==> src/rtl/ahb_rr_arbiter.sv <==
`default_nettype none

`ifndef AHB_MASTER_BITS
`define AHB_MASTER_BITS 4
`endif
`ifndef AHB_TRANS_BITS
`define AHB_TRANS_BITS 2
`endif
`ifndef AHB_RESP_BITS
`define AHB_RESP_BITS 2
`endif

// ============================================================================
// Module   : ahb_rr_arbiter
// Purpose  : Round-robin AHB bus arbiter. Master 0 is the default master and
//            is granted whenever no real master (1..N_MST-1) is requesting.
//            Unlocked tenures are capped at MAX_BEATS accepted transfers.
//            A RETRY/SPLIT first cycle forces an early re-arbitration.
//
// Ports    : HCLK       in   bus clock, rising edge
//            HRESETn    in   asynchronous active-low reset
//            HBUSREQ    in   [N_MST]  bus request per master (bit 0 ignored)
//            HLOCK      in   [N_MST]  lock request per master (bit 0 ignored)
//            HTRANS     in   address-phase transfer type
//            HREADY     in   bus ready
//            HRESP      in   bus response
//            HGRANT     out  [N_MST]  one-hot grant, registered
//            HMASTER    out  index of the address-phase owner, registered
//            HMASTLOCK  out  current address phase is locked, registered
//
// Revision : 1.0  initial release
// ============================================================================
module ahb_rr_arbiter #(
    parameter int N_MST     = 3,
    parameter int MAX_BEATS = 16
) (
    input  logic                        HCLK,
    input  logic                        HRESETn,
    input  logic [N_MST-1:0]            HBUSREQ,
    input  logic [N_MST-1:0]            HLOCK,
    input  logic [`AHB_TRANS_BITS-1:0]  HTRANS,
    input  logic                        HREADY,
    input  logic [`AHB_RESP_BITS-1:0]   HRESP,
    output logic [N_MST-1:0]            HGRANT,
    output logic [`AHB_MASTER_BITS-1:0] HMASTER,
    output logic                        HMASTLOCK
);

    localparam int MB = `AHB_MASTER_BITS;

    localparam logic [`AHB_TRANS_BITS-1:0] c_TRANS_IDLE   = 2'd0;
    localparam logic [`AHB_TRANS_BITS-1:0] c_TRANS_BUSY   = 2'd1;
    localparam logic [`AHB_TRANS_BITS-1:0] c_TRANS_NONSEQ = 2'd2;
    localparam logic [`AHB_TRANS_BITS-1:0] c_TRANS_SEQ    = 2'd3;

    localparam logic [`AHB_RESP_BITS-1:0]  c_RESP_RETRY   = 2'd2;
    localparam logic [`AHB_RESP_BITS-1:0]  c_RESP_SPLIT   = 2'd3;

    localparam logic [7:0]       c_MAX_BEATS = 8'(MAX_BEATS);
    localparam logic [7:0]       c_BEAT_SAT  = 8'd255;
    localparam logic [MB-1:0]    c_RR_RESET  = MB'(N_MST - 1);
    localparam logic [N_MST-1:0] c_GRANT_M0  = N_MST'(1);

    // ------------------------------------------------------------------------
    // State
    // ------------------------------------------------------------------------
    logic [N_MST-1:0] grant_q,     grant_d;
    logic [MB-1:0]    rr_ptr_q,    rr_ptr_d;
    logic [7:0]       beat_cnt_q,  beat_cnt_d;
    logic [MB-1:0]    hmaster_q,   hmaster_d;
    logic             hmastlock_q, hmastlock_d;

    // ------------------------------------------------------------------------
    // Combinational decode
    // ------------------------------------------------------------------------
    logic [N_MST-1:0] w_req;          // requests of real masters only
    logic [N_MST-1:0] w_lock;         // lock requests of real masters only
    logic [MB-1:0]    w_owner_idx;    // index of the currently granted master
    logic             w_owner_lock;   // owner is locking and still requesting
    logic             w_accept;       // a transfer is accepted this cycle
    logic             w_retry_first;  // first cycle of a RETRY/SPLIT response
    logic             w_hold_a;
    logic             w_hold_b;
    logic             w_hold_c;
    logic             w_hold;
    logic             w_retry_rearb;
    logic             w_rearb;
    logic [N_MST-1:0] w_cand;         // requests eligible for this decision
    logic             w_found;
    logic [MB-1:0]    w_win;

    // Bit 0 is the default master: it never requests or locks on its own.
    assign w_req  = HBUSREQ & ~c_GRANT_M0;
    assign w_lock = HLOCK   & ~c_GRANT_M0;

    always_comb begin
        w_owner_idx = '0;
        for (int i = 0; i < N_MST; i++) begin
            if (grant_q[i]) begin
                w_owner_idx = MB'(i);
            end
        end
    end

    // Masking with the one-hot grant avoids an index wider than the vector.
    assign w_owner_lock  = |(grant_q & w_lock & w_req);

    assign w_accept      = HREADY &&
                           ((HTRANS == c_TRANS_NONSEQ) || (HTRANS == c_TRANS_SEQ));

    assign w_retry_first = !HREADY &&
                           ((HRESP == c_RESP_RETRY) || (HRESP == c_RESP_SPLIT));

    // (a) locked owner still requesting
    assign w_hold_a = w_owner_lock;
    // (b) a locked address phase is still in progress
    assign w_hold_b = hmastlock_q && (HTRANS != c_TRANS_IDLE);
    // (c) burst continuing and tenure still below the beat limit
    assign w_hold_c = ((HTRANS == c_TRANS_SEQ) || (HTRANS == c_TRANS_BUSY)) &&
                      (beat_cnt_q < c_MAX_BEATS);

    assign w_hold = w_hold_a || w_hold_b || w_hold_c;

    // A RETRY/SPLIT breaks a lock request or an open burst, but never a
    // locked address phase already on the bus.
    assign w_retry_rearb = w_retry_first && !w_hold_b;
    assign w_rearb       = !w_hold || w_retry_rearb;

    // The retried master sits out exactly one decision.
    always_comb begin
        w_cand = w_req;
        if (w_retry_rearb) begin
            w_cand = w_req & ~(c_GRANT_M0 << hmaster_q);
        end
    end

    // ------------------------------------------------------------------------
    // Round-robin search: rr_ptr+1 .. N_MST-1, wrap to 1 .. rr_ptr.
    // ------------------------------------------------------------------------
    always_comb begin : p_winner
        int c;
        c       = 0;
        w_found = 1'b0;
        w_win   = '0;
        for (int k = 1; k < N_MST; k++) begin
            c = int'(rr_ptr_q) + k;
            if (c >= N_MST) begin
                c = c - (N_MST - 1);
            end
            if (!w_found && w_cand[c]) begin
                w_found = 1'b1;
                w_win   = MB'(c);
            end
        end
        // Only the excluded retried master wants the bus: give it back.
        if (!w_found && w_retry_rearb && (|w_req)) begin
            w_win = hmaster_q;
        end
    end

    // ------------------------------------------------------------------------
    // Next-state
    // ------------------------------------------------------------------------
    always_comb begin
        grant_d  = grant_q;
        rr_ptr_d = rr_ptr_q;
        if (w_rearb) begin
            grant_d = c_GRANT_M0 << w_win;
            if (w_win != '0) begin
                rr_ptr_d = w_win;
            end
        end
    end

    // Address-phase ownership only moves on a completed transfer slot.
    always_comb begin
        hmaster_d   = hmaster_q;
        hmastlock_d = hmastlock_q;
        if (HREADY) begin
            hmaster_d   = w_owner_idx;
            hmastlock_d = w_owner_lock;
        end
    end

    always_comb begin
        beat_cnt_d = beat_cnt_q;
        if (hmaster_d != hmaster_q) begin
            beat_cnt_d = 8'd0;
        end else if (w_accept) begin
            if (HTRANS == c_TRANS_NONSEQ) begin
                beat_cnt_d = 8'd1;
            end else if (beat_cnt_q != c_BEAT_SAT) begin
                beat_cnt_d = beat_cnt_q + 8'd1;
            end
        end
    end

    // ------------------------------------------------------------------------
    // Registers
    // ------------------------------------------------------------------------
    always_ff @(posedge HCLK or negedge HRESETn) begin
        if (!HRESETn) begin
            grant_q     <= c_GRANT_M0;
            rr_ptr_q    <= c_RR_RESET;
            beat_cnt_q  <= 8'd0;
            hmaster_q   <= '0;
            hmastlock_q <= 1'b0;
        end else begin
            grant_q     <= grant_d;
            rr_ptr_q    <= rr_ptr_d;
            beat_cnt_q  <= beat_cnt_d;
            hmaster_q   <= hmaster_d;
            hmastlock_q <= hmastlock_d;
        end
    end

    assign HGRANT    = grant_q;
    assign HMASTER   = hmaster_q;
    assign HMASTLOCK = hmastlock_q;

endmodule

`default_nettype wire

==> config.mk <==
export PLATFORM = sky130hd
export DESIGN_NAME = ahb_rr_arbiter
export DESIGN_NICKNAME = d
export VERILOG_FILES = /design/src/rtl/ahb_rr_arbiter.sv
export SDC_FILE = /design/constraint.sdc
export NUM_CORES = 1
export LEC_CHECK = 0
export CORE_MARGIN = 3
export CORE_UTILIZATION = 59
export CTS_BUF_LIST = sky130_fd_sc_hd__clkbuf_8
export CTS_CLUSTER_SIZE = 12
export DETAILED_ROUTE_END_ITERATION = 6
export PLACE_DENSITY_LB_ADDON = 0.1
export SYNTH_ARGS = -nofsm -noshare
export SYNTH_HDL_FRONTEND = slang
export SYNTH_SLANG_ARGS = --single-unit
==> constraint.sdc <==
create_clock -name HCLK -period 9.4 [get_ports HCLK]
set_clock_uncertainty 0.15 [all_clocks]
set_input_delay 1.88 -clock HCLK [delete_from_list [all_inputs] [get_ports HCLK]]
set_output_delay 1.88 -clock HCLK [all_outputs]
set_load 0.02 [all_outputs]
==> results_dict.tcl <==
set metrics [dict create \
    status "complete, no violations" \
    drive_gt1_share_pct 9.14 \
    post_dp_cell_area_sq_um 1720 \
    slew_headroom_pct 41.1 \
    grt_overflow 0 \
    grt_max_degree 21 \
    synth.avg_cell_area_sq_um 8.53 \
    routed-wl-met3_um 186 \
    rows 17 \
    die_x_um 57.3 \
    numCtsBuffers 3 \
    rrSetupSlack_ns 5.83 \
    tightest_slew_ns 0.881 \
    grt_pass1_wl_mm 6.28 \
    crit_path_top_delay_cell "or4b_4" \
    die_height_um 57.3 \
    hpwlAfterDp_mm 2.74 \
    post-route-drc-count 0 \
    p_per_area_nw_per_um2 323 \
    crit_chain "clkdlybuf4s50_1, or4b_4, o41ai_4, or4b_1, o32ai_2, a221oi_2, a31oi_1, o22ai_1" \
    rsz0062_at_grt "no" \
    route.layer.met1.wl_mm 1.69 \
    leakage_nw 0.755 \
    yosysTopAreaCell "dfrtp_1" \
    yosysMostFrequentCell "dfrtp_1" \
    final.setup.tns_ns 0 \
    synth_common_cells "dfrtp_1, o21ai_0, nand2_1, a21oi_1, nor2_1" \
    fin_crit_sh_pct 49.5 \
    clkTransAtPathRegs_ns 0.08 \
    hold_class "reg2reg" \
    dieArea_sq_um 3280 \
    wirelength_mm 3.60 \
    via_per_inst 6.29 \
    start_util_pct 65.8 \
    met2_length_mm 1.66 \
    grt_pass1_vias 1400 \
    yosysSeqAreaShare_pct 32.4 \
    holdBufCountCts 0 \
    reg2reg_from "rr_ptr_q[1]" \
    clockBufferDepth 2 \
    whs_path_depth 2 \
    min_from "HGRANT[0]" \
    grtUsageTotal_pct 24.1 \
    hold_path_end "HGRANT[0]" \
    timing.rr.end "rr_ptr_q[2]" \
    synthArstFlopShare_pct 100 \
    synth_edf_count 0 \
    cts_resized 0 \
    cts_setup_buffers 0 \
    yosysTopAreaCellShare_pct 29.0 \
    ys_seq_elements 20 \
    clk_latency_ns 0.26 \
    io_buffers 17 \
    endpoint_kind "flop" \
    cts_tree "yes" \
    syn_inst 182 \
    cts-root-buf "clkbuf_8" \
    synth_cell_types 48 \
    synth.area.top_cells "dfrtp_1, ha_1, o21ai_0" \
    core-area_sq_um 2360 \
    synth_flop_cell "dfrtp_1" \
    syn_area_sq_um 1550 \
    num_io_pins 21 \
    place_congestion 0.860 \
    period_needed_ns 4.65 \
    worstPathRequired_ns 9.44 \
    dr.pass1.iters 4 \
    fin_nets 219 \
    cap_violations 0 \
    fill_cells 161 \
    synth_warnings 0 \
    finalSetupViolCount 0 \
    syn2layout_area_growth_pct 15.6 \
    highest_layer "met4" \
    rr_worst_depth 12 \
    worstSetupPathType "in2reg" \
    worst_ep_arrival_time_ns 4.70 \
    cts_sinks 20 \
    syn_nets 203 \
    path_max_fanout 11 \
    slowest_delay_ns 0.63 \
    htreeDepth 1 \
    antenna_found_initial 0 \
    wl_per_cell_um 16.0 \
    stdcell_area_sq_um 1800 \
    vias 1415 \
    cp-start-kind "input port" \
    maxSlewViolCount 0 \
    max_freq_mhz 215 \
    drt_iter0_markers 81 \
    antenna_left 0 \
    finalHoldViolCount 0 \
    worst_ir_drop_vdd_uv 253 \
    diodes 0 \
]
==> power by group <==
| group | internal, mW | switching (mW) |
|---|---|---|
| combinational | 0.141 | 0.200 |
| sequential | 0.113 | 0.0398 |
| clock | 0.0569 | 0.0301 |
| total | 0.311 | 0.270 |
==> metal layers <==
metal | global-route usage [%] | vias to the layer above
met5 | 0 | -
met4 | 5.96 | 0
met3 | 4.98 | 10
met2 | 39.3 | 42
met1 | 32.8 | 659
li1 | - | 704
==> sequential cells by signal, summed over array words and instances (netlist names) <==
register	flops
HMASTLOCK	1
rr_ptr_q	4
beat_cnt_q	8
HGRANT	3
HMASTER	4
==> how the worst max path moves through the flow <==
stage | start | slack [ns] | cells after the start | endpoint
floorplan | HREADY | 5.49 | 8 | rr_ptr_q[3]
global placement | HREADY | 4.65 | 8 | rr_ptr_q[2]
detailed placement | HREADY | 4.52 | 8 | rr_ptr_q[2]
CTS | HREADY | 4.79 | 8 | rr_ptr_q[2]
global route | HREADY | 4.52 | 8 | rr_ptr_q[2]
finish | HREADY | 4.75 | 8 | rr_ptr_q[2]
==> area by class of cell <==
cell class              instances  area (sq um)  area share, %
inverters                       8          30.0           1.67
well taps                      28          35.0           1.95
clock buffers                   3          41.3           2.30
multi-input cells             148           986           54.9
flip-flops and latches         20           503           28.0
clock inverters                 1          30.0           1.67
repair buffers                 17           170           9.48
==> stage by stage <==
stage	total power [mW]	setup WS, ns	hold WS (ns)	utilization [%]	cells
final	0.580	4.75	0.332	76.0	225
after detailed placement	0.488	4.52	0.316	73.0	221
after global placement	0.466	4.65	0.310	73.0	221
after global routing	0.630	4.52	0.350	76.0	225
after floorplan	0.410	5.49	0.307	-	182
after CTS	0.576	4.79	0.327	76.0	225
==> cells by family after synthesis <==
| group | count (synthesis) | synth area share [%] |
|---|---|---|
| flip-flops | 20 | 32.4 |
| multiplexers | 2 | 1.37 |
| AO/OA/AOI/OAI | 61 | 27.6 |
| adder cells (fa/ha/maj) | 8 | 6.45 |
| buffers and inverters | 14 | 4.11 |
| XOR/XNOR | 4 | 2.26 |
| AND/OR/NAND/NOR | 73 | 25.8 |
==> placed cells by master, fill, tap and decap left out, types with 6 or more instances in the layout <==
master           synthesis  final
o21ai_0                 16     16
a21oi_1                 12     12
nor2b_1                  7      7
nand2_1                 15     15
o21ai_1                  6      6
ha_1                     8      8
nand2b_1                 6      6
and3_1                   7      7
a31oi_1                  6      6
inv_1                    8      8
dfrtp_1                 18     18
nor2_1                  10     10
clkdlybuf4s50_1          0     17
==> worst max-delay path: cells and delay by family <==
kind	cells	cell delay, ns
compound gates	5	1.39
buf+inv	1	0.59
simple gates	2	0.84
Note: power is estimated with default switching activity, not from simulation.
